<file path="src/rtl/wave_pkg.sv">
// rtl/wave_pkg.sv - shared types and helpers for the waveform measurement block
package wave_pkg;

    localparam int DW_DEF = 10;

    typedef enum logic [1:0] {
        IDLE,
        SYNC,
        MEAS,
        DONE
    } state_t;

    function automatic int unsigned sat_add(input int unsigned a, input int unsigned b,
                                            input int unsigned max_v);
        return (a + b > max_v) ? max_v : a + b;
    endfunction

    function automatic int unsigned sat_sub(input int unsigned a, input int unsigned b);
        return (a > b) ? a - b : 32'd0;
    endfunction

endpackage

</file>
<file path="src/rtl/wave_xdet.sv">
// rtl/wave_xdet.sv - hysteretic threshold crossing detector
module wave_xdet
    import wave_pkg::*;
#(
    parameter int DW   = DW_DEF,
    parameter int HYST = 8
) (
    input  logic          clk,
    input  logic          rstn,
    input  logic [DW-1:0] din,
    input  logic          din_en,
    input  logic [DW-1:0] thr,
    output logic          level,
    output logic          rise
);
    localparam int unsigned DMAX = 2**DW - 1;

    logic [DW:0] thr_hi;
    logic [DW:0] thr_lo;
    logic [DW:0] din_x;
    logic        fall;

    // One extra bit so the saturated bounds compare cleanly against the sample
    assign din_x  = {1'b0, din};
    assign thr_hi = (DW+1)'(sat_add(32'(thr), HYST, DMAX));
    assign thr_lo = (DW+1)'(sat_sub(32'(thr), HYST));

    assign rise = din_en && !level && (din_x >= thr_hi);
    assign fall = din_en && level && (din_x <= thr_lo);

    always_ff @(posedge clk or negedge rstn) begin
        if (!rstn) begin
            level <= 1'b0;
        end else if (rise) begin
            level <= 1'b1;
        end else if (fall) begin
            level <= 1'b0;
        end
    end

endmodule

</file>
<file path="src/rtl/wave_meas.sv">
// rtl/wave_meas.sv - period and peak measurement over NCYC periods of a sample stream
module wave_meas
    import wave_pkg::*;
#(
    parameter int DW    = DW_DEF,
    parameter int NCYC  = 4,
    parameter int CNT_W = 16,
    parameter int HYST  = 8,
    parameter int TMO   = 1024
) (
    input  logic             clk,
    input  logic             rstn,
    input  logic [DW-1:0]    din,
    input  logic             din_en,
    input  logic [DW-1:0]    thr,
    input  logic             meas_start,
    output logic             meas_busy,
    output logic             meas_done,
    output logic [CNT_W-1:0] period_cnt,
    output logic [DW-1:0]    vmax,
    output logic [DW-1:0]    vmin,
    output logic             timeout
);
    localparam int               EW        = $clog2(NCYC + 1);
    localparam logic [EW-1:0]    LAST_EDGE = EW'(NCYC - 1);
    localparam logic [CNT_W-1:0] TMO_LAST  = CNT_W'(TMO - 1);

    state_t           state;
    state_t           next_state;
    logic             rise;
    logic             xdet_level_unused;
    logic             armed;
    logic             tmo_hit;
    logic             tmo_term;
    logic [CNT_W-1:0] sample_cnt;
    logic [CNT_W-1:0] tmo_cnt;
    logic [EW-1:0]    edge_cnt;
    logic [DW-1:0]    cur_min;
    logic [DW-1:0]    cur_max;

    wave_xdet #(.DW(DW), .HYST(HYST)) u_xdet (
        .clk    (clk),
        .rstn   (rstn),
        .din    (din),
        .din_en (din_en),
        .thr    (thr),
        .level  (xdet_level_unused),
        .rise   (rise)
    );

    always_ff @(posedge clk or negedge rstn) begin
        if (!rstn) begin
            state <= IDLE;
        end else begin
            state <= next_state;
        end
    end

    // A rising event on the timeout sample wins over the timeout
    always_comb begin
        next_state = state;
        tmo_term   = 1'b0;
        meas_busy  = (state == SYNC) || (state == MEAS);
        meas_done  = (state == DONE);
        tmo_hit    = din_en && !rise && (tmo_cnt == TMO_LAST);
        case (state)
            IDLE: begin
                if (meas_start && armed) next_state = SYNC;
            end
            SYNC: begin
                if (rise) begin
                    next_state = MEAS;
                end else if (tmo_hit) begin
                    next_state = DONE;
                    tmo_term   = 1'b1;
                end
            end
            MEAS: begin
                if (rise && (edge_cnt == LAST_EDGE)) begin
                    next_state = DONE;
                end else if (tmo_hit) begin
                    next_state = DONE;
                    tmo_term   = 1'b1;
                end
            end
            default: next_state = IDLE;
        endcase
    end

    always_ff @(posedge clk or negedge rstn) begin
        if (!rstn) begin
            armed      <= 1'b0;
            sample_cnt <= '0;
            tmo_cnt    <= '0;
            edge_cnt   <= '0;
            cur_min    <= '0;
            cur_max    <= '0;
            period_cnt <= '0;
            vmax       <= '0;
            vmin       <= '0;
            timeout    <= 1'b0;
        end else begin
            // Keeps a start pulse coincident with reset release from being taken
            armed <= 1'b1;
            case (state)
                IDLE: begin
                    tmo_cnt  <= '0;
                    edge_cnt <= '0;
                    if (next_state == SYNC) begin
                        sample_cnt <= '0;
                        cur_min    <= '0;
                        cur_max    <= '0;
                    end
                end
                SYNC: begin
                    if (din_en) begin
                        if (rise) begin
                            sample_cnt <= CNT_W'(1);
                            cur_min    <= din;
                            cur_max    <= din;
                            edge_cnt   <= '0;
                            tmo_cnt    <= '0;
                        end else begin
                            tmo_cnt <= tmo_cnt + 1'b1;
                        end
                    end
                end
                MEAS: begin
                    if (din_en && (next_state == MEAS)) begin
                        if (sample_cnt != '1) sample_cnt <= sample_cnt + 1'b1;
                        if (din < cur_min) cur_min <= din;
                        if (din > cur_max) cur_max <= din;
                        if (rise) begin
                            edge_cnt <= edge_cnt + 1'b1;
                            tmo_cnt  <= '0;
                        end else begin
                            tmo_cnt <= tmo_cnt + 1'b1;
                        end
                    end
                end
                default: ;
            endcase
            if ((state != DONE) && (next_state == DONE)) begin
                timeout    <= tmo_term;
                period_cnt <= tmo_term ? '0 : sample_cnt;
                vmax       <= cur_max;
                vmin       <= cur_min;
            end
        end
    end

endmodule
</file>
<file path="config.mk">
export PLATFORM = sky130hd
export DESIGN_NAME = wave_meas
export DESIGN_NICKNAME = d
export VERILOG_FILES = /design/src/rtl/wave_pkg.sv /design/src/rtl/wave_xdet.sv /design/src/rtl/wave_meas.sv
export SDC_FILE = /design/constraint.sdc
export NUM_CORES = 1
export LEC_CHECK = 0
export CORE_MARGIN = 2
export CORE_UTILIZATION = 37
export DETAILED_ROUTE_END_ITERATION = 6
export PLACE_DENSITY_LB_ADDON = 0.05
export SLEW_MARGIN = 20
export SYNTH_ARGS = -nofsm -noshare
export SYNTH_HDL_FRONTEND = slang
export SYNTH_SLANG_ARGS = --single-unit
export TNS_END_PERCENT = 100
</file>
<file path="constraint.sdc">
create_clock -name clk -period 2.6 [get_ports clk]
set_input_delay 0.52 -clock clk [delete_from_list [all_inputs] [get_ports clk]]
set_output_delay 0.52 -clock clk [all_outputs]
set_load 0.1 [all_outputs]
</file>
==> results by stage, run 1 <==
Run status:
- The run finished, with violations left.
- The final reports fail on setup timing.

Power and ir drop:
- The clock power share is 14.1%.
- The power density relative to cell area is 1100 nW/um2.
- In this run, the combinational gates consume 65.7% of the power.
- The net switching power is 4.29 mW.
- The internal portion of total power is 5.43 mW.
- The share of total power dissipated in sequential elements is 20.2%.
- The cell leakage power is 4.20 nW.
- Net switching is 44.2% of the power.
- VDD sags by at most 0.000635 V.

Yosys:
- The number of nets in the synthesized netlist is 733.
- Counting flops with a built-in enable in the synthesized netlist gives 0.
- The flip-flop and latch count after synthesis is 96.
- The mean instance size in the synthesized netlist is 9.05 um2.
- The prevailing post-synth register cell is sky130_fd_sc_hd__dfrtp_1.
- The sequential fraction of the synthesis area is 40.3%.
- The netlist uses 63 different library cells.
- Yosys printed 0 warnings.
- By area the synthesized netlist is led by sky130_fd_sc_hd__dfrtp_1 40%, sky130_fd_sc_hd__ha_1 11%, sky130_fd_sc_hd__o21ai_0 5.8%.
- The gate count of the mapped netlist is 658.
- sky130_fd_sc_hd__dfrtp_1 takes more of the synthesized area than any other cell.
- The share of flip-flops with an asynchronous set or reset is 100%.
- In this run the cell area of the synthesized design comes to 5950 um2.
- The fraction of synthesized cell area taken by the top area cell type is 40.3%.

Setup path:
- The cell with the largest stage delay on the worst path is sky130_fd_sc_hd__a2111o_1.
- The required time at the worst-slack endpoint is 2.84 ns.
- On the worst path, the slowest cell contributes a delay of 0.44 ns.
- The maximum fanout along the worst path is 5.
- For the worst setup path, the data arrival time is 4.04 ns.
- The timing startpoint of the critical path is thr[3].
- STA classifies the critical path endpoint as a flip-flop.
- The critical path contains buffers and inverters numbering 6 combined.
- The startpoint of the most critical register-to-register path is cur_min[1]$_DFFE_PN0P_.
- The kind of critical path is in2reg.
- The signal on the critical path passes through buf_8 > buf_6 > nand2_4 > nor2_4 > xnor2_2 > nor4_4 > buf_4 > a31oi_4 > buf_6 > or2_4 > ha_4 > nand2b_4 > a2111o_1 > buf_4 > nand3_4 > a31oi_4 > o21ai_2 > o21a_2 > o21bai_4 > buf_12 > mux2_4.
- The cell family contributing the most delay on the critical path is compound AO/OA/AOI/OAI gates.
- The startpoint type of the worst setup path is a primary input.

Drt:
- The total wire length is 17000 um.
- The routed via count divided by cell count is 5.22.
- Summing over every cut layer, the via total after detailed routing is 5453.
- In this run the remaining antenna-violating nets after routing total 0.
- The first-pass detailed-route iteration total is 4.
- The detailed-route DRC error count is 0.
- The first routing iteration left 293 violations.
- The wire length per cell after detailed routing is 16.3 um.

Clocking:
- The hold-fix buffer count after cts is 0.
- The clock tree from TritonCTS is done.
- For the worst-skew pair, the clock arrives at the later sink with an insertion delay of 0.35 ns.
- Clock tree synthesis inserted a total of 9 buffers.
- The H-tree was split into 3 levels.
- Clock-pin slew was measured on the worst setup and hold paths at 0.07 ns.
- The clock root buffer is sky130_fd_sc_hd__clkbuf_16.
- Counting every sink on the clock net gives 96.
- The clock passes through at most 2 buffers.

Global routing:
- The number of global-route vias before repair was 5421.
- Across every metal layer, demand over resource in global routing totals 20.3%.
- Global routing finished with a remaining overflow of 0.
- The pin count of the biggest net entering global routing is 36.
- The initial antenna violation count is 0.
- The first global-routing pass estimated 27300 um of wire.

Placed design:
- The final estimated routing congestion in global placement is 0.911.
- Counting tap cells, the placed design contains a total of 997 instances.
- Prior to clock tree synthesis, the placed netlist has a worst setup slack of -2.01 ns.
- Detailed placement finished with a half-perimeter wire length of 12200 um.
- Buffers placed on the I/O ports in this run total 62.

Final layout:
- The count of non-filler cells in the finished layout is 1044.
- The fill cell total of the finished layout is 1379.
- The library cell used most frequently in the layout, excluding fill and tap cells, is sky130_fd_sc_hd__buf_4.
- The fraction of layout cells with a size suffix above 1 is 35.5%.
- Leaving out fill and tap cells, the most frequent cells in the layout are 124 x sky130_fd_sc_hd__buf_4, 96 x sky130_fd_sc_hd__dfrtp_1, 88 x sky130_fd_sc_hd__nand2_1.
- After the last flow step, the layout net total stands at 898.
- The post-synthesis to final-layout area growth is 48.0%.
- The final core utilization is 55.7%.
- The number of diodes is 0.

Timing:
- Setup slack on the critical path of the routed design comes to -1.20 ns.
- The setup violation total in the final timing report is 95.
- The final critical path takes up 146% of the cycle.
- Setup repair after global routing could not meet its margin everywhere.
- Timing would allow up to 263 MHz.
- The hold violation total from the final report is 0.
- The count of pins over their slew limit came to 0.
- On the final layout, the worst clock skew is 0.00592 ns.
- Subtracting the final worst setup slack from the clock period gives 3.80 ns.

Floorplan:
- In this run the vertical extent of the chip is 131 um.
- In this run the standard cell core region covers 15800 um2.
- The x dimension of the die is 131 um.
- For this design the top-level I/O count stands at 63.
- The effective utilization at floorplan is 37.6%.
- The floorplan die area is 17100 um2.
- The number of core rows is 46.

Min path:
- In this run the worst hold path is classified as in2async.

Job:
- The tool flagged a number of max-cap violations equal to 0.
## cells in the mapped netlist (2+ instances only)
cell type,number
sky130_fd_sc_hd__a2111oi_0,3
sky130_fd_sc_hd__a21o_1,7
sky130_fd_sc_hd__a21oi_1,15
sky130_fd_sc_hd__a221o_1,2
sky130_fd_sc_hd__a31oi_1,5
sky130_fd_sc_hd__a31oi_2,2
sky130_fd_sc_hd__and2_1,16
sky130_fd_sc_hd__and3_1,20
sky130_fd_sc_hd__buf_2,2
sky130_fd_sc_hd__buf_4,3
sky130_fd_sc_hd__buf_6,2
sky130_fd_sc_hd__clkbuf_1,22
sky130_fd_sc_hd__dfrtp_1,96
sky130_fd_sc_hd__ha_1,51
sky130_fd_sc_hd__inv_1,32
sky130_fd_sc_hd__mux2_1,2
sky130_fd_sc_hd__mux2_2,20
sky130_fd_sc_hd__nand2_1,91
sky130_fd_sc_hd__nand2b_1,14
sky130_fd_sc_hd__nand3_1,24
sky130_fd_sc_hd__nand4_1,9
sky130_fd_sc_hd__nor2_1,42
sky130_fd_sc_hd__nor2b_1,4
sky130_fd_sc_hd__nor3_1,12
sky130_fd_sc_hd__nor3b_1,2
sky130_fd_sc_hd__nor4_1,2
sky130_fd_sc_hd__nor4b_1,3
sky130_fd_sc_hd__o211ai_1,3
sky130_fd_sc_hd__o21a_1,3
sky130_fd_sc_hd__o21ai_0,69
sky130_fd_sc_hd__o21ai_1,8
sky130_fd_sc_hd__o21bai_1,3
sky130_fd_sc_hd__o22a_1,2
sky130_fd_sc_hd__o22ai_1,4
sky130_fd_sc_hd__o31ai_1,17
sky130_fd_sc_hd__o41ai_1,7
sky130_fd_sc_hd__o41ai_2,4
sky130_fd_sc_hd__or2_2,4
sky130_fd_sc_hd__xnor2_1,4
sky130_fd_sc_hd__xor2_1,4
## power groups by stage
stage | Sequential [mW] | Clock, mW | Combinational [mW]
global route | 2.00 | 1.47 | 6.79
finish | 1.96 | 1.37 | 6.39
global placement | 1.97 | 0 | 4.81
CTS | 1.96 | 1.41 | 5.79
floorplan | 2.84 | 0 | 2.67
detailed placement | 1.98 | 0 | 4.88
## cells by family (layout without fill, tap and decap cells)
| group | Yosys count | after routing | synth area share [%] |
|---|---|---|---|
| buf+inv | 62 | 230 | 4.39 |
| simple gates | 251 | 253 | 20.6 |
| fa+ha+maj | 51 | 51 | 10.7 |
| compound gates | 167 | 167 | 18.6 |
| flops | 96 | 96 | 40.3 |
| mux | 22 | 22 | 4.16 |
| xor+xnor | 8 | 8 | 1.18 |
| other cells | 1 | 1 | 0.0630 |
## layout make-up
class | instances | area (um2) | share of cell area (%)
Multi-Input combinational cell | 502 | 3940 | 44.7
Inverter | 32 | 123 | 1.39
Clock inverter | 5 | 53.8 | 0.611
Clock buffer | 11 | 243 | 2.75
Sequential cell | 96 | 2400 | 27.3
Timing Repair Buffer | 182 | 1780 | 20.2
Tap cell | 216 | 270 | 3.07
## per-stage QoR
step           total power [mW]  instance area (um2)  setup TNS (ns)  hold WS [ns]
2_1_floorplan              5.51                 6300         -105.78         0.224
3_3_place_gp               6.78                 7550         -165.94         0.464
3_5_place_dp               6.86                 7550         -174.79         0.472
4_1_cts                    9.15                 8390          -91.81         0.127
5_1_grt                    10.3                 8810         -116.82         0.140
6_report                   9.72                 8810         -100.22         0.111
## sequential cells by signal, summed over array words and instances, names as in the netlist, 3 cells and up
register / count
period_cnt: 16
sample_cnt: 16
tmo_cnt: 16
cur_max: 10
cur_min: 10
vmax: 10
vmin: 10
edge_cnt: 3
## worst paths after layout
kind                                        endpoint  cells past startpoint  slack (ns)
hold reg to reg            period_cnt[9]$_DFFE_PN0P_                      2        0.48
min in group clk           period_cnt[9]$_DFFE_PN0P_                      2        0.48
setup / recovery              cur_max[5]$_DFFE_PN0P_                     21       -1.20
max in group asynchronous        vmax[9]$_DFFE_PN0P_                      2        1.87
setup reg to reg              cur_min[9]$_DFFE_PN0P_                     10       -0.09
hold / removal                   vmin[2]$_DFFE_PN0P_                      1        0.11
## layer usage
layer | vias up | track usage, % | share of wire [%]
met5 | - | 0 | 0
met1 | 2634 | 27.4 | 48
met2 | 103 | 34.1 | 49
met3 | 18 | 3.01 | 2.6
met4 | 0 | 5.57 | 1.2
li1 | 2698 | - | -
## timing repair
item / 4_1_cts / 5_1_grt
pin swaps: 41 / 24
resized for setup: 117 / 57
gates cloned: 7 / 2
setup buffers: 10 / 14
setup endpoints to repair: 95 / 95
Note: power is estimated with default switching activity, not from simulation.
==> run 2, diff against run 1 <==
--- a/config.mk
+++ b/config.mk
@@ -5,7 +5,7 @@
 export SDC_FILE = /design/constraint.sdc
 export NUM_CORES = 1
 export LEC_CHECK = 0
-export CORE_MARGIN = 2
+export ABC_CLOCK_PERIOD_IN_PS = 2600
 export CORE_UTILIZATION = 37
 export DETAILED_ROUTE_END_ITERATION = 6
 export PLACE_DENSITY_LB_ADDON = 0.05
==> run 2 against run 1 <==
  * Largest power group unchanged
  * Setup slack better by 0.14 ns
  * Core utilization down 1.5 points
  * The flow still finishes with violations (setup timing)
  * Sequential power about the same
  * Flip-flop and latch count unchanged
  * Cell count down 1.2%
  * Register-to-register slack better by 0.11 ns
==> results by stage, run 2 (same netlist as run 1, synthesis figures left out) <==
Timing:
- The minimum clock period after layout is 3.66 ns.
- Setup repair after global routing could not meet its margin everywhere.
- The aggregate negative setup slack is -90.65 ns.
- Across all setup checks in the final design, the least slack found is -1.06 ns.
- The hold violation total from the final report is 0.
- The clock tree skew after final layout is 0.0113 ns.
- The part of the cycle the worst path needs is 141%.
- Based on the critical path, the design can be clocked at up to 273 MHz.
- The setup violation total in the final timing report is 95.
- The count of pins over their slew limit was 0.

Global routing:
- The first global-routing pass estimated 27000 um of wire.
- The total overflow left after global routing is 0.
- The number of global-route vias before repair is 5472.
- The initial antenna violation count is 0.
- Across every metal layer, demand over resource in global routing totals 20.6%.
- Entering global routing, the biggest net connects 63 pins.

Final layout:
- The top cell types in the final layout, fill and taps aside, are 123 x sky130_fd_sc_hd__buf_4, 96 x sky130_fd_sc_hd__dfrtp_1, 86 x sky130_fd_sc_hd__nand2_1.
- The largest registers in the layout are period_cnt x16, sample_cnt x16, tmo_cnt x16.
- The final layout contains 885 nets.
- The final core utilization is 54.2%.
- The post-synthesis to final-layout area growth is 43.5%.
- Leaving out fill and tap cells, the most frequent cell in the layout is sky130_fd_sc_hd__buf_4.
- The fraction of layout cells with a size suffix above 1 is 33.1%.
- The repair_antennas step left the layout with diodes totalling 0.

Floorplan:
- The number of core rows is 46.
- The effective utilization at floorplan is 37.8%.
- The die covers 16600 um2.
- The total core area is 15800 um2.
- The x dimension of the die is 129 um.
- During I/O placement, the number of pins put on the boundary was 63.
- The floorplan step set the die height to 129 um.

Run status:
- The run finished, with violations left.
- The final reports fail on setup timing.

Drt:
- The wire length per cell after detailed routing is 15.8 um.
- After the first detailed-routing iteration, the DRC count stood at 213.
- The pre-antenna-repair detailed-routing pass consisted of 4 iterations.
- The detail route stage leaves a number of antenna-violating nets equal to 0.
- The total number of vias is 5302.
- After detailed routing, the total wire length is 16300 um.
- After detailed routing, the number of remaining DRC violations is 0.
- In the routed layout, each cell is associated on average with a via count of 5.14.

Clocking:
- The number of buffers added by the clock tree synthesis step is 9.
- The clock net in this run drives a total of 96 sinks.
- The source-to-sink clock delay at the later pin of the worst-skew pair is 0.34 ns.
- CTS built an H-tree with a depth of 3.
- The clock tree from TritonCTS is done.
- The clock-pin slew on the worst setup and hold paths is 0.07 ns.
- The clock passes through at most 2 buffers.
- For this design, the CTS-stage hold fixing added 0 buffers.
- The clock root buffer is sky130_fd_sc_hd__clkbuf_16.

Placed design:
- The placed wire-length estimate after detailed placement is 11800 um.
- The total of buffers placed on input and output ports is 62.
- At the end of routability-driven placement, the weighted congestion stood at 0.840.

Power and ir drop:
- The power density relative to cell area is 1050 nW/um2.
- The highest ir drop seen on vdd is 0.000796 V.
- In this run the static leakage power is 4.01 nW.

Setup path:
- The reg2reg setup slack is 0.02 ns.
- The number of buffers and inverters on the critical path is 4.
- Of all nets on the critical path, the largest fanout is 6.
- The required time at the worst-slack endpoint is 2.82 ns.
- The worst setup path is of the in2reg kind.
- The cell with the largest stage delay on the worst path is sky130_fd_sc_hd__a2111o_1.
- The kind of cell with the highest combined delay along the critical path is simple AND/OR/NAND/NOR gates.
- Traced cell by cell, the critical path runs through buf_8 > buf_6 > nand2_4 > nor2_4 > xnor2_2 > nor4_4 > buf_4 > a31oi_4 > or2_4 > ha_4 > nand2b_4 > a2111o_1 > and3_4 > a211o_1 > nand4_1 > o21a_2 > o21bai_4 > buf_12 > mux2_4.
- STA classifies the critical path endpoint as a flip-flop.
- At the worst endpoint, the arrival time is 3.89 ns.
- The longest individual stage delay on the worst path is 0.39 ns.
- The worst setup path is launched from a primary input.

Job:
- The max-cap violation count is 0.

Min path:
- In this run the worst hold path is classified as in2async.
run 2: worst reg2reg max path: cells and delay by family (launching register included):
kind,cells,cell delay [ns]
AOI/OAI and AO/OA,6,1.31
adders and majority gates,1,0.23
DFF,1,0.38
buffers and inverters,2,0.25
muxes,1,0.30
run 2: worst paths after layout:
path	from	to	cells after the start
worst max-delay path	thr[4]	cur_max[3]$_DFFE_PN0P_	19
worst min-delay path	rstn	vmin[2]$_DFFE_PN0P_	1
worst max register to register	cur_min[1]$_DFFE_PN0P_	cur_min[0]$_DFFE_PN0P_	10
worst min register to register	vmin[6]$_DFFE_PN0P_	vmin[6]$_DFFE_PN0P_	2
max in group asynchronous	rstn	tmo_cnt[7]$_DFFE_PN0P_	2
min in group clk	vmin[6]$_DFFE_PN0P_	vmin[6]$_DFFE_PN0P_	2
run 2: metrics by stage:
step	setup WS (ns)	std cells	cell area (um2)	total power, mW	hold slack [ns]
after detailed placement	-1.97	993	7530	6.85	0.466
after global routing	-1.25	1031	8540	9.51	0.171
final	-1.06	1031	8540	9.00	0.139
after global placement	-1.87	993	7530	6.77	0.462
after floorplan	-1.35	658	6300	5.51	0.224
after CTS	-1.04	1029	8400	8.90	0.151
run 2: layer usage:
metal	GRT usage (%)	routed length (um)
met1	27.3	7800
met2	35.6	7900
met3	2.83	363
met4	4.84	186
met5	0	0
run 2: where the power goes:
part           leakage [nW]  switching (mW)  internal (mW)
Clock                 0.146           0.574          0.758
Combinational          2.56            3.28           2.43
Sequential             1.30           0.179           1.78
Total                  4.01            4.03           4.97
run 2: cell type report:
| type | count | area, um2 |
|---|---|---|
| multi-input combinational | 500 | 3880 |
| clock buffer | 15 | 288 |
| timing repair buffer | 171 | 1570 |
| sequential | 96 | 2400 |
| inverter | 32 | 123 |
| clock inverter | 1 | 8.76 |
| fill | 1485 | 7230 |
| tap | 216 | 270 |
run 2: repair_timing:
item	CTS	global route
gates cloned	2	0
setup buffers	19	2
endpoints found under the setup margin	95	95
resized for setup	124	41
pin swaps	27	15
==> run 3, diff against run 2 <==
--- a/config.mk
+++ b/config.mk
@@ -6,8 +6,10 @@
 export NUM_CORES = 1
 export LEC_CHECK = 0
 export ABC_CLOCK_PERIOD_IN_PS = 2600
+export CAP_MARGIN = 20
 export CORE_UTILIZATION = 37
 export DETAILED_ROUTE_END_ITERATION = 6
+export MAX_ROUTING_LAYER = met4
 export PLACE_DENSITY_LB_ADDON = 0.05
 export SLEW_MARGIN = 20
 export SYNTH_ARGS = -nofsm -noshare
==> run 3 against run 2 <==
  * Routed wire length rose by 4.9%
  * Clock-buffer cell count down 4
  * Clock power up 13%
  * Clock skew fell by 0.0026 ns
  * Die area stayed put
  * Fmax fell by 3.6%
  * Critical endpoint is now cur_max[7]$_DFFE_PN0P_
  * Sequential power hardly changed
  * The flow still finishes with violations (setup timing)
  * Largest power group unchanged
  * Core utilization grew 2.5 points
==> results by stage, run 3 (same netlist as run 1, synthesis figures left out) <==
Global routing:
- In the global route stage, overall resource usage came out at 22.2%.
- The wire length of the first global-routing pass is 27800 um.
- The initial antenna violation count was 0.
- For this run the aggregate overflow at the end of global routing stands at 0.
- Entering global routing, the biggest net connects 63 pins.
- The number of global-route vias before repair is 5542.

Clocking:
- The H-tree generated during clock tree synthesis spans 3 levels.
- The tree built by TritonCTS fans out to 96 sinks.
- The clock root buffer is sky130_fd_sc_hd__clkbuf_16.
- TritonCTS built the clock tree.
- The clock-pin slew on the worst setup and hold paths is 0.07 ns.
- The later pin in the worst-skew pair is clocked with a latency of 0.35 ns.
- Buffers inserted during clock tree synthesis total 9.
- The number of buffers between clock root and the deepest sink is 2.

Floorplan:
- Once the floorplan was initialized, standard cells occupied 37.8% of the core.
- In this run the standard cell core region covers 15800 um2.
- The total I/O pin count is 63.
- The floorplan step set the die width to 129 um.
- The number of core rows is 46.
- The floorplan die area is 16600 um2.
- The height of the chip is 129 um.

Final layout:
- Leaving out fill and tap cells, the most frequent cell in the layout is sky130_fd_sc_hd__buf_4.
- The layout net count is 900.
- The area growth from synthesis to layout is 50.0%.
- The count of non-filler cells in the finished layout is 1045.
- The fraction of layout cells with a size suffix above 1 is 35.9%.
- In the final layout, the registers with the most flip-flops are period_cnt x16, sample_cnt x16, tmo_cnt x16.
- 0 antenna diodes ended up in the layout.
- The top cell types in the final layout, fill and taps aside, are 124 x sky130_fd_sc_hd__buf_4, 96 x sky130_fd_sc_hd__dfrtp_1, 83 x sky130_fd_sc_hd__nand2_1.
- The layout has 1420 filler cells.

Timing:
- On the final layout, the worst hold slack is 0.136 ns.
- The hold violation total from the final report was 0.
- The slew of the pin with the lowest slew margin is 0.502 ns.
- The clock arrives with 0.00870 ns of skew.
- Setup repair after global routing could not meet its margin everywhere.
- For this run, the top clock speed supported by timing is 263 MHz.
- The routed design could run at a clock period as short as 3.80 ns.
- The part of the cycle the worst path needs is 146%.
- The setup violation total in the final timing report is 95.
- The count of pins over their slew limit came to 0.
- The worst-case headroom to the max-slew limit is 66.3%.
- The worst setup margin is -1.20 ns.

Setup path:
- The sort of element at the end of the critical path is a flip-flop.
- The startpoint type of the worst setup path is a primary input.
- The data arrival time of the critical path is 4.03 ns.
- In this run the worst path has a maximum fanout of 6.
- The kind of critical path is in2reg.
- The required time at the worst-slack endpoint is 2.83 ns.

Placed design:
- Input and output buffers added on the ports amount to 62.
- Counting tap cells, the placed design contains a total of 994 instances.
- The HPWL after detailed placement is 11900 um.
- The congestion estimate from routability-driven global placement came to 0.867.

Power and ir drop:
- The share of total power dissipated in the clock network is 15.0%.
- The power density relative to cell area is 1120 nW/um2.
- Internal power comes to 5.62 mW.
- The highest ir drop seen on vdd is 0.000826 V.
- Overall power consumption after layout is estimated at 9.98 mW.
- The share of total power consumed by net switching is 43.7%.
- The cell leakage power is 4.18 nW.
- Combinational logic burns 65.3% of the power.
- The share of power burned in registers is 19.7%.
- The net switching power is 4.36 mW.

Drt:
- The number of antenna-violating nets in the routed design is 0.
- The detailed-route DRC error count is 0.
- After detailed routing, the average wire length per cell comes to 16.3 um.
- The first-pass detailed-route iteration total is 5.
- The total wire length is 17000 um.
- In the routed layout, each cell is associated on average with a via count of 5.26.
- The first routing iteration left 233 violations.
- The total number of vias is 5495.

Run status:
- The final reports fail on setup timing.
- The run finished, with violations left.

Job:
- Across the run, the number of max-cap violations was 0.

Min path:
- The path category of the worst min-delay check is in2async.
run 3: cell types whose count changed in the layout (fill, tap and decap cells not counted), sizes merged, moves of 2 or more:
cell          delta
buf             +10
bufinv           +2
dlygate4sd2      -2
dlymetal6s2s     +2
nand2            +2
run 3: final timing paths:
kind / start / endpoint / slack [ns] / cells after the start
worst max-delay path: thr[4] / cur_max[7]$_DFFE_PN0P_ / -1.20 / 20
worst min-delay path: rstn / vmin[3]$_DFFE_PN0P_ / 0.14 / 1
worst max register to register: tmo_cnt[1]$_DFFE_PN0P_ / sample_cnt[11]$_DFFE_PN0P_ / -0.10 / 11
worst min register to register: vmin[1]$_DFFE_PN0P_ / vmin[1]$_DFFE_PN0P_ / 0.47 / 2
max in group asynchronous: rstn / tmo_cnt[15]$_DFFE_PN0P_ / 1.75 / 2
min in group clk: vmin[1]$_DFFE_PN0P_ / vmin[1]$_DFFE_PN0P_ / 0.47 / 2
run 3: power by group through the flow:
stage | combinational [mW] | clock, mW | sequential (mW)
detailed placement | 4.86 | 0 | 1.98
CTS | 6.33 | 1.53 | 1.96
finish | 6.52 | 1.50 | 1.96
global placement | 4.80 | 0 | 1.97
floorplan | 2.67 | 0 | 2.84
global route | 6.91 | 1.58 | 2.00
run 3: per-stage QoR:
stage                     setup TNS, ns  instance area [um2]  setup slack, ns  utilization [%]
after floorplan                 -105.78                 6300            -1.35                -
after global placement          -167.98                 7540            -1.91             47.8
after detailed placement        -175.17                 7540            -1.99             47.8
after CTS                       -108.34                 8740            -1.29             55.4
after global routing            -118.33                 8930            -1.35             56.6
final                           -101.87                 8930            -1.20             56.6
run 3: cell type report:
type                    count  area (um2)  area share (%)
flip-flops and latches     96        2400            26.9
multi-input cells         502        3960            44.4
inverters                  32         120            1.34
clock inverters             4        76.3           0.854
clock buffers              11         253            2.83
repair buffers            184        1850            20.7
well taps                 216         270            3.03
run 3: critical path, stage by stage:
cell                        delay (ns)
sky130_fd_sc_hd__buf_8            0.10
sky130_fd_sc_hd__buf_6            0.12
sky130_fd_sc_hd__nand2_4          0.07
sky130_fd_sc_hd__nor2_4           0.04
sky130_fd_sc_hd__xnor2_2          0.13
sky130_fd_sc_hd__nor4_2           0.23
sky130_fd_sc_hd__buf_4            0.17
sky130_fd_sc_hd__buf_6            0.09
sky130_fd_sc_hd__a31oi_4          0.10
sky130_fd_sc_hd__or2_4            0.26
sky130_fd_sc_hd__ha_4             0.21
sky130_fd_sc_hd__nand2b_4         0.13
sky130_fd_sc_hd__a2111o_1         0.44
sky130_fd_sc_hd__and3_4           0.23
sky130_fd_sc_hd__a211o_1          0.23
sky130_fd_sc_hd__nand4_1          0.10
sky130_fd_sc_hd__o21a_2           0.21
sky130_fd_sc_hd__o21bai_4         0.17
sky130_fd_sc_hd__clkbuf_16        0.19
sky130_fd_sc_hd__mux2_4           0.29
run 3: routing by layer:
| metal | vias up | share of wire (%) | GRT usage [%] |
|---|---|---|---|
| met5 | - | 0 | - |
| met2 | 84 | 49 | 36.6 |
| met3 | 10 | 2.6 | 3.28 |
| li1 | 2713 | - | - |
| met4 | 0 | 0.95 | 6.99 |
| met1 | 2688 | 47 | 28.0 |
run 3: what timing repair did:
action	in CTS	in global routing
resized for setup	159	37
pin swaps	39	27
hold buffers	0	0
cloned	11	1
buffers inserted	21	5
endpoints found under the hold margin	0	0
endpoints found under the setup margin	95	95
